==> config.mk <==
export PLATFORM = sky130hd
export DESIGN_NAME = pipe_ctrl_chain
export DESIGN_NICKNAME = d
export VERILOG_FILES = /design/src/rtl/pipe_ctrl_pkg.sv /design/src/rtl/pipe_ctrl_stage.sv /design/src/rtl/pipe_ctrl_chain.sv
export SDC_FILE = /design/constraint.sdc
export NUM_CORES = 1
export LEC_CHECK = 0
export CELL_PAD_IN_SITES_DETAIL_PLACEMENT = 1
export CELL_PAD_IN_SITES_GLOBAL_PLACEMENT = 2
export CORE_MARGIN = 1.5
export CORE_UTILIZATION = 25
export DETAILED_ROUTE_END_ITERATION = 7
export PLACE_DENSITY = 0.83
export SKIP_LAST_GASP = 1
export SYNTH_ARGS = -nofsm -noshare
export SYNTH_HDL_FRONTEND = slang
export SYNTH_SLANG_ARGS = --single-unit
==> constraint.sdc <==
create_clock -name clk -period 3.6 [get_ports clk]
set_input_delay 0.36 -clock clk [delete_from_list [all_inputs] [get_ports clk]]
set_output_delay 0.36 -clock clk [all_outputs]
set_load 0.1 [all_outputs]
==> src/rtl/pipe_ctrl_pkg.sv <==
// pipe_ctrl_pkg
// Shared definitions for the control-bundle pipeline chain:
//   - bit positions of the fields inside the 13-bit control bundle
//   - stage index names (EX, MEM, WB, RET)
//   - per-stage keep masks matching the current CPU, so each stage only
//     carries the enables its consumers still need
package pipe_ctrl_pkg;

  localparam int WIDTH_CTRL   = 13;
  localparam int N_STAGES_CPU = 4;

  // Control bundle layout: opcode[3:0] followed by nine single-bit enables
  localparam int OPC_LSB     = 0;
  localparam int OPC_MSB     = 3;
  localparam int B_SETCC_BIT = 4;
  localparam int B_SHIFT_BIT = 5;
  localparam int B_LOAD_BIT  = 6;
  localparam int B_RF_BIT    = 7;
  localparam int B_SIZE_BIT  = 8;
  localparam int B_RW_BIT    = 9;
  localparam int B_EN_BIT    = 10;
  localparam int B_BL_BIT    = 11;
  localparam int B_INSTR_BIT = 12;

  // Stage indices; stage 0 sits nearest the control unit
  localparam int ST_EX  = 0;
  localparam int ST_MEM = 1;
  localparam int ST_WB  = 2;
  localparam int ST_RET = 3;

  typedef logic [WIDTH_CTRL-1:0] ctrl_t;

  // EX consumes the whole bundle; MEM only needs the memory-side enables
  // plus the register-file write; WB and retire only need the RF write.
  localparam ctrl_t KEEP_EX  = '1;
  localparam ctrl_t KEEP_MEM = (ctrl_t'(1) << B_LOAD_BIT) |
                               (ctrl_t'(1) << B_RF_BIT)   |
                               (ctrl_t'(1) << B_SIZE_BIT) |
                               (ctrl_t'(1) << B_RW_BIT)   |
                               (ctrl_t'(1) << B_EN_BIT);
  localparam ctrl_t KEEP_WB  = (ctrl_t'(1) << B_RF_BIT);
  localparam ctrl_t KEEP_RET = (ctrl_t'(1) << B_RF_BIT);

  // Packed with stage 0 in the least significant slice
  localparam logic [N_STAGES_CPU*WIDTH_CTRL-1:0] KEEP_MASK_CPU =
    {KEEP_RET, KEEP_WB, KEEP_MEM, KEEP_EX};

endpackage

==> src/rtl/pipe_ctrl_stage.sv <==
// pipe_ctrl_stage
// One control pipeline register (WIDTH bundle bits + valid).
// Update priority: reset, flush, hold, bubble, load.
// Ports:
//   clk_i     clock
//   r_i       synchronous active-high reset
//   flush_i   clear this stage (wins over hold)
//   hold_i    keep current contents
//   bubble_i  load an empty slot instead of the upstream data
//   ctrl_i    upstream bundle
//   valid_i   upstream valid
//   ctrl_o    registered bundle, masked with KEEP
//   valid_o   registered valid
module pipe_ctrl_stage
  import pipe_ctrl_pkg::*;
#(
  parameter int               WIDTH = WIDTH_CTRL,
  parameter logic [WIDTH-1:0] KEEP  = '1
) (
  input  logic             clk_i,
  input  logic             r_i,
  input  logic             flush_i,
  input  logic             hold_i,
  input  logic             bubble_i,
  input  logic [WIDTH-1:0] ctrl_i,
  input  logic             valid_i,
  output logic [WIDTH-1:0] ctrl_o,
  output logic             valid_o
);

  logic [WIDTH-1:0] ctrl_q, ctrl_d;
  logic             valid_q, valid_d;

  // Masking happens only on load; hold recirculates an already-masked
  // value and flush/bubble write zero, so masked bits never become 1.
  always_comb begin
    ctrl_d  = ctrl_q;
    valid_d = valid_q;
    if (flush_i) begin
      ctrl_d  = '0;
      valid_d = 1'b0;
    end else if (hold_i) begin
      ctrl_d  = ctrl_q;
      valid_d = valid_q;
    end else if (bubble_i) begin
      ctrl_d  = '0;
      valid_d = 1'b0;
    end else begin
      ctrl_d  = ctrl_i & KEEP;
      valid_d = valid_i;
    end
  end

  always_ff @(posedge clk_i) begin
    if (r_i) begin
      ctrl_q  <= '0;
      valid_q <= 1'b0;
    end else begin
      ctrl_q  <= ctrl_d;
      valid_q <= valid_d;
    end
  end

  assign ctrl_o  = ctrl_q;
  assign valid_o = valid_q;

endmodule

==> src/rtl/pipe_ctrl_chain.sv <==
// pipe_ctrl_chain
// Chain of STAGES control registers between the control unit and the
// EX/MEM/WB consumers, with stall-driven bubble insertion, per-stage
// flush, per-stage field masking and a saturating retired-bubble counter.
// Ports:
//   clk         clock
//   R           synchronous active-high reset
//   LE          global load enable (0 holds every stage)
//   in_ctrl     bundle from the control unit
//   in_valid    in_ctrl is a real instruction
//   nop_sel     inject a bubble into stage 0
//   stall       stall[i] holds stage i and everything upstream
//   flush       flush[i] clears stage i
//   cnt_clr     synchronous clear of bubble_cnt
//   out_ctrl    stage i bundle at [i*WIDTH +: WIDTH]
//   out_valid   valid bit per stage
//   bubble_cnt  number of bubbles that reached the last stage (saturating)
module pipe_ctrl_chain
  import pipe_ctrl_pkg::*;
#(
  parameter int                      WIDTH     = WIDTH_CTRL,
  parameter int                      STAGES    = 4,
  parameter logic [STAGES*WIDTH-1:0] KEEP_MASK = '1,
  parameter int                      CNT_W     = 16
) (
  input  logic                    clk,
  input  logic                    R,
  input  logic                    LE,
  input  logic [WIDTH-1:0]        in_ctrl,
  input  logic                    in_valid,
  input  logic                    nop_sel,
  input  logic [STAGES-1:0]       stall,
  input  logic [STAGES-1:0]       flush,
  input  logic                    cnt_clr,
  output logic [STAGES*WIDTH-1:0] out_ctrl,
  output logic [STAGES-1:0]       out_valid,
  output logic [CNT_W-1:0]        bubble_cnt
);

  localparam int LAST = STAGES - 1;

  logic [STAGES-1:0] hold;
  logic [STAGES-1:0] bubble;
  logic [WIDTH-1:0]  stage_ctrl [STAGES];
  logic [STAGES-1:0] stage_valid;
  logic              retire_bubble;
  logic [CNT_W-1:0]  cnt_q, cnt_d;

  // A stall anywhere downstream freezes this stage too, so the hold for
  // stage i is the OR of stall[i..LAST]; a shift keeps exactly those bits.
  always_comb begin
    for (int i = 0; i < STAGES; i++) begin
      hold[i] = ~LE | (|(stall >> i));
    end
  end

  // Stage 0 takes its bubble from the CU mux select; later stages take a
  // bubble whenever the stage feeding them is frozen.
  always_comb begin
    bubble[0] = nop_sel;
    for (int i = 1; i < STAGES; i++) begin
      bubble[i] = hold[i-1];
    end
  end

  for (genvar i = 0; i < STAGES; i++) begin : g_stage
    logic [WIDTH-1:0] src_ctrl;
    logic             src_valid;

    if (i == 0) begin : g_head
      assign src_ctrl  = in_ctrl;
      assign src_valid = in_valid;
    end else begin : g_body
      assign src_ctrl  = stage_ctrl[i-1];
      assign src_valid = stage_valid[i-1];
    end

    pipe_ctrl_stage #(
      .WIDTH (WIDTH),
      .KEEP  (KEEP_MASK[i*WIDTH +: WIDTH])
    ) u_stage (
      .clk_i    (clk),
      .r_i      (R),
      .flush_i  (flush[i]),
      .hold_i   (hold[i]),
      .bubble_i (bubble[i]),
      .ctrl_i   (src_ctrl),
      .valid_i  (src_valid),
      .ctrl_o   (stage_ctrl[i]),
      .valid_o  (stage_valid[i])
    );

    assign out_ctrl[i*WIDTH +: WIDTH] = stage_ctrl[i];
  end

  assign out_valid = stage_valid;

  // The last stage "loads" whenever it is flushed or not held; the loaded
  // slot is empty if it was flushed, bubbled, or the upstream slot was empty.
  assign retire_bubble = flush[LAST] |
                         (~hold[LAST] & (hold[LAST-1] | ~stage_valid[LAST-1]));

  always_comb begin
    cnt_d = cnt_q;
    if (cnt_clr) begin
      cnt_d = '0;
    end else if (retire_bubble && (cnt_q != '1)) begin
      cnt_d = cnt_q + CNT_W'(1);
    end
  end

  always_ff @(posedge clk) begin
    if (R) begin
      cnt_q <= '0;
    end else begin
      cnt_q <= cnt_d;
    end
  end

  assign bubble_cnt = cnt_q;

endmodule

==> run summary <==
Outcome = complete, no violations
Crit path largest cell delay = 1.20 ns
Via Count = 3061
CTS resizes = 0
Max Cap Viol = 0
CTS max path bufs = 2
Reg power frac = 45.1%
Area delta synth->final = 41.1%
Largest net degree at the start of global routing = 44
H-tree Lvls = 3
Worst path slowest cell = or4b_2
LEAKAGE = 1.40 nW
Top FF cell, synth = dfxtp_1
Endpoints failing hold = 0
Clock latency on the worst-skew pair = 0.33 ns
Vias in the first global route = 3004
Max Fclk = 382 MHz
Mapped Nets = 400
Hold crit path type = flop to flop
Period minus WS final = 2.62 ns
Core area = 12700 sq um
Synth Area in Simple Gates = 30.6%
Share of layout cells above drive strength 1 = 7.27%
Cell Area, Synth = 3250 sq um
Sink Count = 72
WS Path Type = primary input to flop
# DRC = 0
Fill cells = 1465
Final ANT Viol Nets = 0
Internal = 1.37 mW
Cells on worst reg2reg path = 4
Drt first pass iters = 4
Max FO, Critical Path = 43
Critical path launch point type = primary input
CP Depth = 5
Initial antenna violation count = 0
Clock skew = 0.00419 ns
Routed length per instance = 15.7 um
Ys Warns = 0
Critical Path RT = 3.86 ns
Largest family of logic cells by synthesized area = simple AND/OR/NAND/NOR gates
Clk network pwr share = 49.0%
Half-perimeter wire length after placement = 7.16 mm
Placer congestion estimate = 0.789
Multiplexer share of the synthesized area = 0.923%
CP arrival = 2.88 ns
Final Max Slew Viols = 0
Combinational group share of total power = 5.8%
Top cell type's share of synthesized area = 44.3%
Switching share of power = 22.5%
Cts bufs inserted = 9
R2R Path Start = bubble_cnt[2]
Slew @ Worst Pin = 1.12 ns
Final Instance Area = 4590 sq um
Total track usage = 14.8%
Cts hold-fix bufs = 0
Yosys cell types = 44
Worst-path clk slew = 0.06 ns
Final cycle utilization of the critical path = 72.8%
Die Span X = 117 um
DRT Wirelength = 9.85 mm
Peak supply drop = 0.172 mV
Layout Nets = 477
Largest cells by area after synthesis = dfxtp_1 44%, a21oi_1 9.5%, nor3b_1 6.7%, nor2_1 5.2%, nor3b_2 4.6%
Starting density of the core = 25.7%
Post-synth EDFFs = 0
NetSw = 0.399 mW
TritonCTS clock tree = done
Commonest cells post-synth = 72 x dfxtp_1, 62 x a21oi_1, 45 x nor2_1
Setup TNS = 0 ns
IO buf count = 98
First-pass GRT wire length = 15.7 mm
Synth Area in Adders = 0.385%
Max_slew headroom = 25.4%
Synth Area in Compound Gates = 17.9%
Most frequent cell after synthesis = dfxtp_1
Setup-failing EPs final = 0
FF+latch count, synth = 72
P per Cell Area = 386 nW/um^2
XOR/XNOR share of the synthesized area = 0%
Number of cell rows = 41
CTS root buf = clkbuf_16
Vias/cell = 4.89
Ports placed on the boundary = 99
Crit-path cells = clkdlybuf4s50_1 -> or4b_2 -> nor2_8 -> nand3b_1 -> a21oi_1
Die Ht = 117 um
Postcts setup bufs = 0
CP Capture Point = g_stage[0].u_stage.ctrl_o[8]
Bufs and invs on worst path = 1
Placed Area = 4300 sq um
R2R setup slack = 1.82 ns
Post-synthesis async set-or-reset flop share = 0%
Area leader, netlist = dfxtp_1
Die ar. = 13700 sq um
RSZ-0062 raised after global routing = no
Antenna Cells = 0
Avg Cell Area, Syn = 8.74 sq um
Seq/Total Area, Yosys = 44.3%
Post-Synthesis Cells = 372
Critical Path Sink Type = flop
1st-iter DRT viols = 104
Reg2reg end = bubble_cnt[11]
Critical Path Source = stall[1]
Overflow after GRT = 0
Worst path top cell family by delay = simple AND/OR/NAND/NOR gates
==> worst min path at each step <==
stage | from | end | depth (start not counted)
final | g_stage[3].u_stage.ctrl_o[3] | g_stage[3].u_stage.ctrl_o[3] | 2
after global routing | g_stage[3].u_stage.ctrl_o[0] | g_stage[3].u_stage.ctrl_o[0] | 2
after CTS | g_stage[3].u_stage.ctrl_o[3] | g_stage[3].u_stage.ctrl_o[3] | 2
after detailed placement | g_stage[3].u_stage.ctrl_o[3] | g_stage[3].u_stage.ctrl_o[3] | 2
after global placement | g_stage[3].u_stage.ctrl_o[12] | g_stage[3].u_stage.ctrl_o[12] | 2
after floorplan | g_stage[3].u_stage.valid_o | g_stage[3].u_stage.valid_o | 2
==> cells in the final DEF (no fill, tap or decap), types with 2 or more instances in the layout <==
cell | synthesis | final
clkbuf_16 | 0 | 9
clkbuf_1 | 18 | 2
or2_1 | 4 | 4
nand3_1 | 9 | 9
clkdlybuf4s50_1 | 0 | 98
mux2i_1 | 3 | 3
dfxtp_1 | 72 | 72
inv_1 | 2 | 2
nor2_1 | 45 | 45
o21a_1 | 3 | 3
nor4_1 | 4 | 4
a311oi_1 | 4 | 4
or3_1 | 4 | 4
nand2b_1 | 3 | 3
o21ai_1 | 16 | 16
nand3b_1 | 14 | 14
o31ai_1 | 4 | 4
or4_1 | 4 | 4
and3_1 | 5 | 5
a31oi_1 | 3 | 3
nand2_1 | 8 | 8
and4_1 | 4 | 4
a21oi_1 | 62 | 62
nor3b_2 | 12 | 12
a41oi_1 | 2 | 2
clkinv_4 | 0 | 2
nor3b_1 | 29 | 29
clkinv_2 | 0 | 2
nand4_1 | 5 | 5
buf_4 | 5 | 4
==> worst min-delay path, delay by kind of cell, from the launching register on <==
kind / cells / cell delay, ns
flops: 1 / 0.32
simple gates: 1 / 0.07
compound gates: 1 / 0.06
==> area by class of cell <==
cell class                      count  area, sq um  share of cell area [%]
Multi-Input combinational cell    262         1620                    35.4
Clock buffer                       11          233                    5.07
Tap cell                          172          215                    4.69
Sequential cell                    72         1440                    31.4
Inverter                            2         7.51                   0.164
Clock inverter                      5         57.6                    1.25
Timing Repair Buffer              102         1010                    22.0
==> registers in the layout (all words and copies together), names as in the netlist <==
register,cells
bubble_cnt,16
g_stage.u_stage.valid_o,4
g_stage.u_stage.ctrl_o,52
==> stage by stage <==
step,utilization (%),hold WS (ns),cells,total power [mW],setup WS [ns]
2_1_floorplan,-,0.456,372,0.876,1.27
3_3_place_gp,33.9,0.472,610,0.920,0.761
3_5_place_dp,33.9,0.477,610,0.922,0.647
4_1_cts,36.2,0.491,626,1.80,0.984
5_1_grt,36.2,0.515,626,1.83,0.754
6_report,36.2,0.483,626,1.77,0.979
==> power by group through the flow <==
stage          registers (mW)  logic, mW  clock network, mW
2_1_floorplan           0.826     0.0502                  0
3_3_place_gp            0.818      0.102                  0
3_5_place_dp            0.818      0.104                  0
4_1_cts                 0.800      0.105              0.891
5_1_grt                 0.800      0.113              0.921
6_report                0.800      0.104              0.869
==> routing by layer <==
metal	global-route usage [%]	share of wire, %	vias to the layer above
met5	0	0	-
met4	6.02	1.9	0
met3	2.83	4.1	12
met2	23.5	45	69
met1	19.7	49	1480
li1	-	-	1500
==> logic make-up after synthesis <==
group / after synthesis
compound gates: 102
mux: 3
simple gates: 156
buf+inv: 38
fa+ha+maj: 1
flops: 72
Note: power is estimated with default switching activity, not from simulation.
